## src/rtl/ascii_num_field_seq.sv

```systemverilog
// ascii_num_field_seq: turns an ASCII command byte stream into decimal
// numbers tagged with their token index within the line. Non-numeric
// tokens are skipped but still advance the token index, so the decoder
// can pair each number with the keyword in front of it.
module ascii_num_field_seq #(
  parameter int BIN_WIDTH = 16,
  parameter int FIELD_W   = 3
) (
  input  logic                 clk,
  input  logic                 reset,
  input  logic [7:0]           in_data,
  input  logic                 in_valid,
  output logic                 in_ready,
  output logic [BIN_WIDTH-1:0] num_value,
  output logic [FIELD_W-1:0]   num_field,
  output logic                 num_overflow,
  output logic                 num_valid,
  input  logic                 num_ready,
  output logic                 line_end
);

  // Accumulator is extended by four bits so that acc*10+digit never
  // truncates before the overflow test.
  localparam int ACC_W = BIN_WIDTH + 4;

  // Whitespace codes: space, tab and CR (CR is plain whitespace here).
  localparam logic [23:0] SEP_CODES = {8'h20, 8'h09, 8'h0D};

  typedef enum logic [1:0] {
    IDLE,
    NUM,
    WORD,
    EMIT
  } state_t;

  state_t                 state_reg, state_next;
  logic [BIN_WIDTH-1:0]   acc_reg, acc_next;
  logic                   ovf_reg, ovf_next;
  logic [FIELD_W-1:0]     field_reg, field_next;
  logic                   eol_pend_reg, eol_pend_next;
  logic [BIN_WIDTH-1:0]   value_reg, value_next;
  logic [FIELD_W-1:0]     vfield_reg, vfield_next;
  logic                   vovf_reg, vovf_next;
  logic                   line_end_reg, line_end_next;

  logic                   is_digit;
  logic                   is_sep;
  logic                   is_eol;
  logic [2:0]             sep_hits;
  logic                   take;
  logic [ACC_W-1:0]       acc_ext;
  logic [ACC_W-1:0]       prod;
  logic                   prod_ovf;
  logic [FIELD_W-1:0]     field_inc;

  // One comparator per whitespace code.
  generate
    for (genvar gi = 0; gi < 3; gi++) begin : g_sep
      assign sep_hits[gi] = (in_data == SEP_CODES[gi*8 +: 8]);
    end
  endgenerate

  assign is_sep   = |sep_hits;
  assign is_digit = (in_data >= 8'h30) && (in_data <= 8'h39);
  assign is_eol   = (in_data == 8'h0A);

  // Nothing is consumed while a finished number waits for the decoder.
  assign in_ready = (state_reg != EMIT);
  assign take     = in_valid && in_ready;

  // acc*10 + digit as (acc<<3) + (acc<<1) + digit at the widened size.
  assign acc_ext  = ACC_W'(acc_reg);
  assign prod     = (acc_ext << 3) + (acc_ext << 1) + ACC_W'(in_data[3:0]);
  assign prod_ovf = |prod[ACC_W-1:BIN_WIDTH];

  // Token index saturates at its maximum instead of wrapping.
  assign field_inc = (field_reg == {FIELD_W{1'b1}}) ? field_reg
                                                    : field_reg + FIELD_W'(1);

  // Next-state logic: classify the accepted byte and update the token tracker.
  always_comb begin
    state_next    = state_reg;
    acc_next      = acc_reg;
    ovf_next      = ovf_reg;
    field_next    = field_reg;
    eol_pend_next = eol_pend_reg;
    value_next    = value_reg;
    vfield_next   = vfield_reg;
    vovf_next     = vovf_reg;
    line_end_next = 1'b0;

    case (state_reg)
      IDLE: begin
        if (take) begin
          if (is_digit) begin
            acc_next   = BIN_WIDTH'(in_data[3:0]);
            ovf_next   = 1'b0;
            state_next = NUM;
          end else if (is_eol) begin
            line_end_next = 1'b1;
            field_next    = '0;
          end else if (!is_sep) begin
            state_next = WORD;
          end
        end
      end

      NUM: begin
        if (take) begin
          if (is_digit) begin
            if (prod_ovf) begin
              acc_next = '1;
              ovf_next = 1'b1;
            end else begin
              acc_next = prod[BIN_WIDTH-1:0];
            end
          end else if (is_sep || is_eol) begin
            value_next    = acc_reg;
            vfield_next   = field_reg;
            vovf_next     = ovf_reg;
            eol_pend_next = is_eol;
            state_next    = EMIT;
          end else begin
            // A letter after digits makes the whole token a word ("1a").
            state_next = WORD;
          end
        end
      end

      WORD: begin
        if (take) begin
          if (is_sep) begin
            field_next = field_inc;
            state_next = IDLE;
          end else if (is_eol) begin
            line_end_next = 1'b1;
            field_next    = '0;
            state_next    = IDLE;
          end
        end
      end

      EMIT: begin
        if (num_ready) begin
          if (eol_pend_reg) begin
            line_end_next = 1'b1;
            field_next    = '0;
          end else begin
            field_next = field_inc;
          end
          state_next = IDLE;
        end
      end

      default: state_next = IDLE;
    endcase
  end

  // State and output registers; reset drops any token or pending number.
  always_ff @(posedge clk or posedge reset) begin
    if (reset) begin
      state_reg    <= IDLE;
      acc_reg      <= '0;
      ovf_reg      <= 1'b0;
      field_reg    <= '0;
      eol_pend_reg <= 1'b0;
      value_reg    <= '0;
      vfield_reg   <= '0;
      vovf_reg     <= 1'b0;
      line_end_reg <= 1'b0;
    end else begin
      state_reg    <= state_next;
      acc_reg      <= acc_next;
      ovf_reg      <= ovf_next;
      field_reg    <= field_next;
      eol_pend_reg <= eol_pend_next;
      value_reg    <= value_next;
      vfield_reg   <= vfield_next;
      vovf_reg     <= vovf_next;
      line_end_reg <= line_end_next;
    end
  end

  assign num_valid    = (state_reg == EMIT);
  assign num_value    = value_reg;
  assign num_field    = vfield_reg;
  assign num_overflow = vovf_reg;
  assign line_end     = line_end_reg;

endmodule

```

## config.mk

```make
export PLATFORM = sky130hd
export DESIGN_NAME = ascii_num_field_seq
export DESIGN_NICKNAME = d
export VERILOG_FILES = /design/src/rtl/ascii_num_field_seq.sv
export SDC_FILE = /design/constraint.sdc
export NUM_CORES = 1
export LEC_CHECK = 0
export BUFFER_PORTS_ARGS = -buffer_cell sky130_fd_sc_hd__buf_2
export CORE_ASPECT_RATIO = 1.1
export CORE_MARGIN = 10
export CORE_UTILIZATION = 59
export CTS_BUF_LIST = sky130_fd_sc_hd__clkbuf_16
export CTS_CLUSTER_DIAMETER = 120
export DETAILED_ROUTE_END_ITERATION = 8
export PLACE_DENSITY = 0.8
export SETUP_SLACK_MARGIN = 0.3
export SYNTH_ARGS = -nofsm -noshare
export SYNTH_HDL_FRONTEND = slang
export SYNTH_SLANG_ARGS = --single-unit
```

## constraint.sdc

```tcl
create_clock -name clk -period 3.22 [get_ports clk]
set_clock_uncertainty 0.05 [all_clocks]
set_input_delay 0.161 -clock clk [delete_from_list [all_inputs] [get_ports clk]]
set_output_delay 0.161 -clock clk [all_outputs]
set_load 0.01 [all_outputs]
```

### Word level (Yosys, flattened, before mapping)

Cells that the tools add are included.

* muxes and demuxes: 41
* add/subtract/negate cells: 3
* eq/ne operators: 21
* reductions and logical operators: 13
* bitwise operators: 1
* $lt $le $gt $ge: 2

Operators with widths (number)
* $mux 16: 5
* $pmux 16 s2: 1
* $eq 8x4->1 const B: 3
* $mux 3: 8
* $add 19x17->20: 1
* $add 20x4->20: 1
* $mux 2: 10
* $ne 2x2->1 const B: 9
* $mux 1: 13
* $reduce_and 5->1: 2
* $ne 3x3->1 const B: 3
* $pmux 3 s3: 1
* $eq 8x6->1 const B: 1
* $ge 8x6->1 const B: 1
* $le 8x6->1 const B: 1
* $pmux 2 s4: 1
* $reduce_and 8->1: 1
* $reduce_and 6->1: 1
* $eq 2x2->1 const B: 2
* $reduce_and 4->1: 1
* $reduce_or 4->1: 1
* $add 3x1->3 const B: 1
* $eq 3x3->1 const B: 1
* $pmux 1 s3: 1
* 10 further kinds: 11

* logic and storage cells: 90
* input bits: 12
* output and inout bits: 23
* register bits: 44

### Depth between registers and ports, before layout

* depth in word-level cells: 7
* gate-level depth with buffers: 12

### Least setup slack after synthesis

OpenSTA, ideal clock, no wires.

* path kind: register to register
* start: register acc_reg[0]
* end: register acc_reg[0]
* period minus slack after synthesis: 2.977 ns
* path slack: 0.243 ns
* buffers on the path: 1
* arrival: 2.787 ns
* cell stages (with the launch flop): 12
* data required time: 3.030 ns
* cells stage by stage: dfrtp_1 -> fa_1 -> inv_1 -> fa_1 -> nor2b_1 -> o2111ai_2 -> a21oi_1 -> a21boi_0 -> xnor2_1 -> o2111a_4 -> buf_12 -> o22ai_4

* word-level cells in the longest chain between the ends: 7

Ends and longest elaborated chain
* start: declaration: RTL line 37 `logic [BIN_WIDTH-1:0] acc_reg, acc_next;`
* start signal: assignment: RTL line 173 `acc_reg <= acc_next;`
* $add 19x17->20: RTL line 73 `assign prod = (acc_ext << 3) + (acc_ext << 1) + ACC_W'(in_data[3:0]);`
* $add 20x4->20: RTL line 73
* $reduce_or 4->1: RTL line 74 `assign prod_ovf = |prod[ACC_W-1:BIN_WIDTH];`
* $mux 16: RTL line 111 `if (prod_ovf) begin`
* $mux 16: RTL line 110 `if (is_digit) begin`
* $mux 16: RTL line 109 `if (take) begin`
* $pmux 16 s2: RTL line 92 `case (state_reg)`

Every way passes these cells. The select of a mux whose other input is x is not followed.
A chain may end at the register's enable or synchronous reset.

### Final worst setup path

* start: register acc_reg[3]
* end: register acc_reg[3]

Same word-level chain as after synthesis.

==> impl_metrics.env <==
export IMPL_status="finished clean"
export IMPL_clock_path_buffers=2
export IMPL_synth_commonest_cells="44 x dfrtp_1, 32 x ha_1, 20 x o21ai_0"
export IMPL_ys_warn_count=0
export IMPL_dr_first_iter_drc_count=191
export IMPL_rsz0062_at_grt="true"
export IMPL_clock_latency_ns=0.29
export IMPL_cts_inserted_buffers=5
export IMPL_crit_path_end_kind="register"
export IMPL_fmax_mhz=328
export IMPL_nNetsFinal=396
export IMPL_finalSetupViolCount=0
export IMPL_avgSynthCellArea_um2=10.2
export IMPL_setup_ws_ns=0.174
export IMPL_cp_slowest_cell="or4b_4"
export IMPL_overflow=0
export IMPL_async_flop_share_pct=100
export IMPL_timing_final_crit_share_pct=94.6
export IMPL_vias=2620
export IMPL_cp_required_ns=3.32
export IMPL_ios=35
export IMPL_powerDensity_mw_per_mm2=348
export IMPL_path_max_fanout=8
export IMPL_wl_per_cell_um=19.4
export IMPL_cts_max_level=2
export IMPL_routed_wirelength_um=7920
export IMPL_grt_total_usage_pct=18.6
export IMPL_ys_seq_area_share_pct=35.1
export IMPL_tightest_slew_ns=0.782
export IMPL_synth_top_area_share_pct=35.1
export IMPL_cts_root_buf="clkbuf_16"
export IMPL_syn_inst=307
export IMPL_maxCapViolCount=0
export IMPL_grt_pass1_wl_um=12800
export IMPL_slowest_delay_ns=0.55
export IMPL_rows=27
export IMPL_synth_area_leader_cell="dfrtp_1"
export IMPL_place_gp_congestion=0.932
export IMPL_p_leak_nw=1.78
export IMPL_worstPathArrival_ns=3.15
export IMPL_insertedDiodeCount=0
export IMPL_dr_pass1_iters=8
export IMPL_synth_seq_cells=44
export IMPL_grt_max_degree=45
export IMPL_clkTransAtPathRegs_ns=0.07
export IMPL_cp_start_kind="register"
export IMPL_synthToLayoutAreaGrowth_pct=18.0
export IMPL_ir_drop_mv=0.391
export IMPL_syn_cell_area_mm2=0.00314
export IMPL_viasPerCell=6.41
export IMPL_yosysMostFrequentCell="dfrtp_1"
export IMPL_slew_headroom_pct=47.9
export IMPL_fp_dieW_um=89.5
export IMPL_antenna_found_initial=0
export IMPL_clock_sinks=44
export IMPL_die_area_mm2=0.00864
export IMPL_dp_hpwl_um=5420
export IMPL_finalPower_mw=1.29
export IMPL_cts_tree="built"
export IMPL_place_ws_ns=0.0219
export IMPL_drc=0
export IMPL_synth_nets=353
export IMPL_period_needed_ns=3.05
export IMPL_io_buffers=34
export IMPL_core_area_mm2=0.00507
export IMPL_maxSlewViolCount=0
export IMPL_netlist_cell_type_count=62
export IMPL_chipHeight_um=96.5
export IMPL_finalHoldViolations=0
export IMPL_initial_utilization_pct=61.9
export IMPL_synthTopCellsByArea="dfrtp_1 35%, ha_1 13%, mux2_2 6.8%"
export IMPL_hp_class="input pin to register"
export IMPL_crit_path_cell_trace="ha_1 > ha_2 > a21o_1 > a21oi_4 > a211oi_2 > or4b_4 > o211ai_4 > o2111a_4 > a41oi_1"
export IMPL_grt_pass1_vias=2675
export IMPL_nFillCells=363
export IMPL_drive_gt1_share_pct=33.0
export IMPL_synth_edf_count=0
export IMPL_setup_tns_ns=0
export IMPL_antenna_left=0
export IMPL_path_class="register to register"
export IMPL_ys_flop_type="dfrtp_1"
==> report_power, final <==
group / total [mW] / internal, mW / switching, mW
Combinational: 0.120 / 0.0499 / 0.0706
Clock: 0.595 / 0.369 / 0.226
Sequential: 0.571 / 0.561 / 0.0104
==> layout make-up <==
type,instances,area [µm²],area share (%)
multi-input combinational,238,2030,54.9
sequential,44,1100,29.7
timing repair buffer,45,263,7.10
clock buffer,5,125,3.38
tap,58,72.6,1.96
inverter,16,60.1,1.62
clock inverter,3,46.3,1.25
==> stage by stage <==
step	hold WS [ns]	cells	instance area (µm²)	util [%]
4_1_cts	0.0758	408	3640	71.9
6_report	0.0716	409	3700	73.0
2_1_floorplan	0.213	307	3160	-
3_3_place_gp	0.266	394	3380	66.6
5_1_grt	0.0889	409	3700	73.0
3_5_place_dp	0.274	394	3380	66.6
==> critical path, delay by kind of cell (launching register included) <==
kind                     cells  cell delay, ns
AND/OR/NAND/NOR              1            0.55
flip-flops                   1            0.44
AO/OA/AOI/OAI                6            1.18
adder cells (fa/ha/maj)      2            0.68
==> routing by layer <==
layer	part of all wire, %	vias to the layer above	GRT usage [%]
met5	0	-	0
met3	4.2	20	3.43
met4	2.2	0	5.57
met2	52	80	32.3
li1	-	1248	-
met1	41	1272	22.7
==> kinds of logic after synthesis <==
| group | synth area share, % |
|---|---|
| adders and majority gates | 14.0 |
| and+or+nand+nor | 11.6 |
| xor gates and xnor gates | 2.51 |
| buffers and inverters | 4.11 |
| muxes | 8.14 |
| AOI/OAI and AO/OA | 24.5 |
| DFF | 35.1 |
==> worst paths after layout <==
| check | from | end | slack (ns) | depth (start not counted) |
|---|---|---|---|---|
| setup / recovery | acc_reg[3]$_DFFE_PP0P_ | acc_reg[3]$_DFFE_PP0P_ | 0.17 | 9 |
| hold / removal | num_ready | state_reg[1]$_DFFE_PP0P_ | 0.07 | 2 |
| setup reg to reg | acc_reg[3]$_DFFE_PP0P_ | acc_reg[3]$_DFFE_PP0P_ | 0.17 | 9 |
| hold reg to reg | num_value[12]$_DFFE_PP0P_ | num_value[12]$_DFFE_PP0P_ | 0.44 | 1 |
| max in group asynchronous | reset | num_value[4]$_DFFE_PP0P_ | 2.21 | 4 |
| min in group asynchronous | reset | num_value[14]$_DFFE_PP0P_ | 0.53 | 4 |
==> what timing repair did <==
action | in CTS | in global routing
endpoints found under the hold margin | 44 | 0
gates resized for setup | 11 | 11
buffers inserted | 4 | 1
cloned | 1 | 0
pin swaps | 11 | 6
hold buffers | 1 | 0
setup endpoints to repair | 17 | 17
==> placed cells by master (no fill, tap or decap), drive strengths merged, types with 3 or more instances in the layout <==
| cell type | instances |
|---|---|
| nand2b | 5 |
| mux2 | 20 |
| o21ai | 26 |
| a22oi | 7 |
| o22ai | 3 |
| a21oi | 20 |
| ha | 32 |
| mux2i | 3 |
| o211ai | 7 |
| xnor2 | 7 |
| nand3 | 5 |
| nor3 | 4 |
| or3 | 7 |
| a32o | 3 |
| nand2 | 19 |
| buf | 44 |
| or2 | 3 |
| inv | 16 |
| a211oi | 7 |
| clkbuf | 5 |
| nor2 | 14 |
| a21boi | 3 |
| a21o | 3 |
| dfrtp | 44 |
Power figures use the tool's default switching activity.
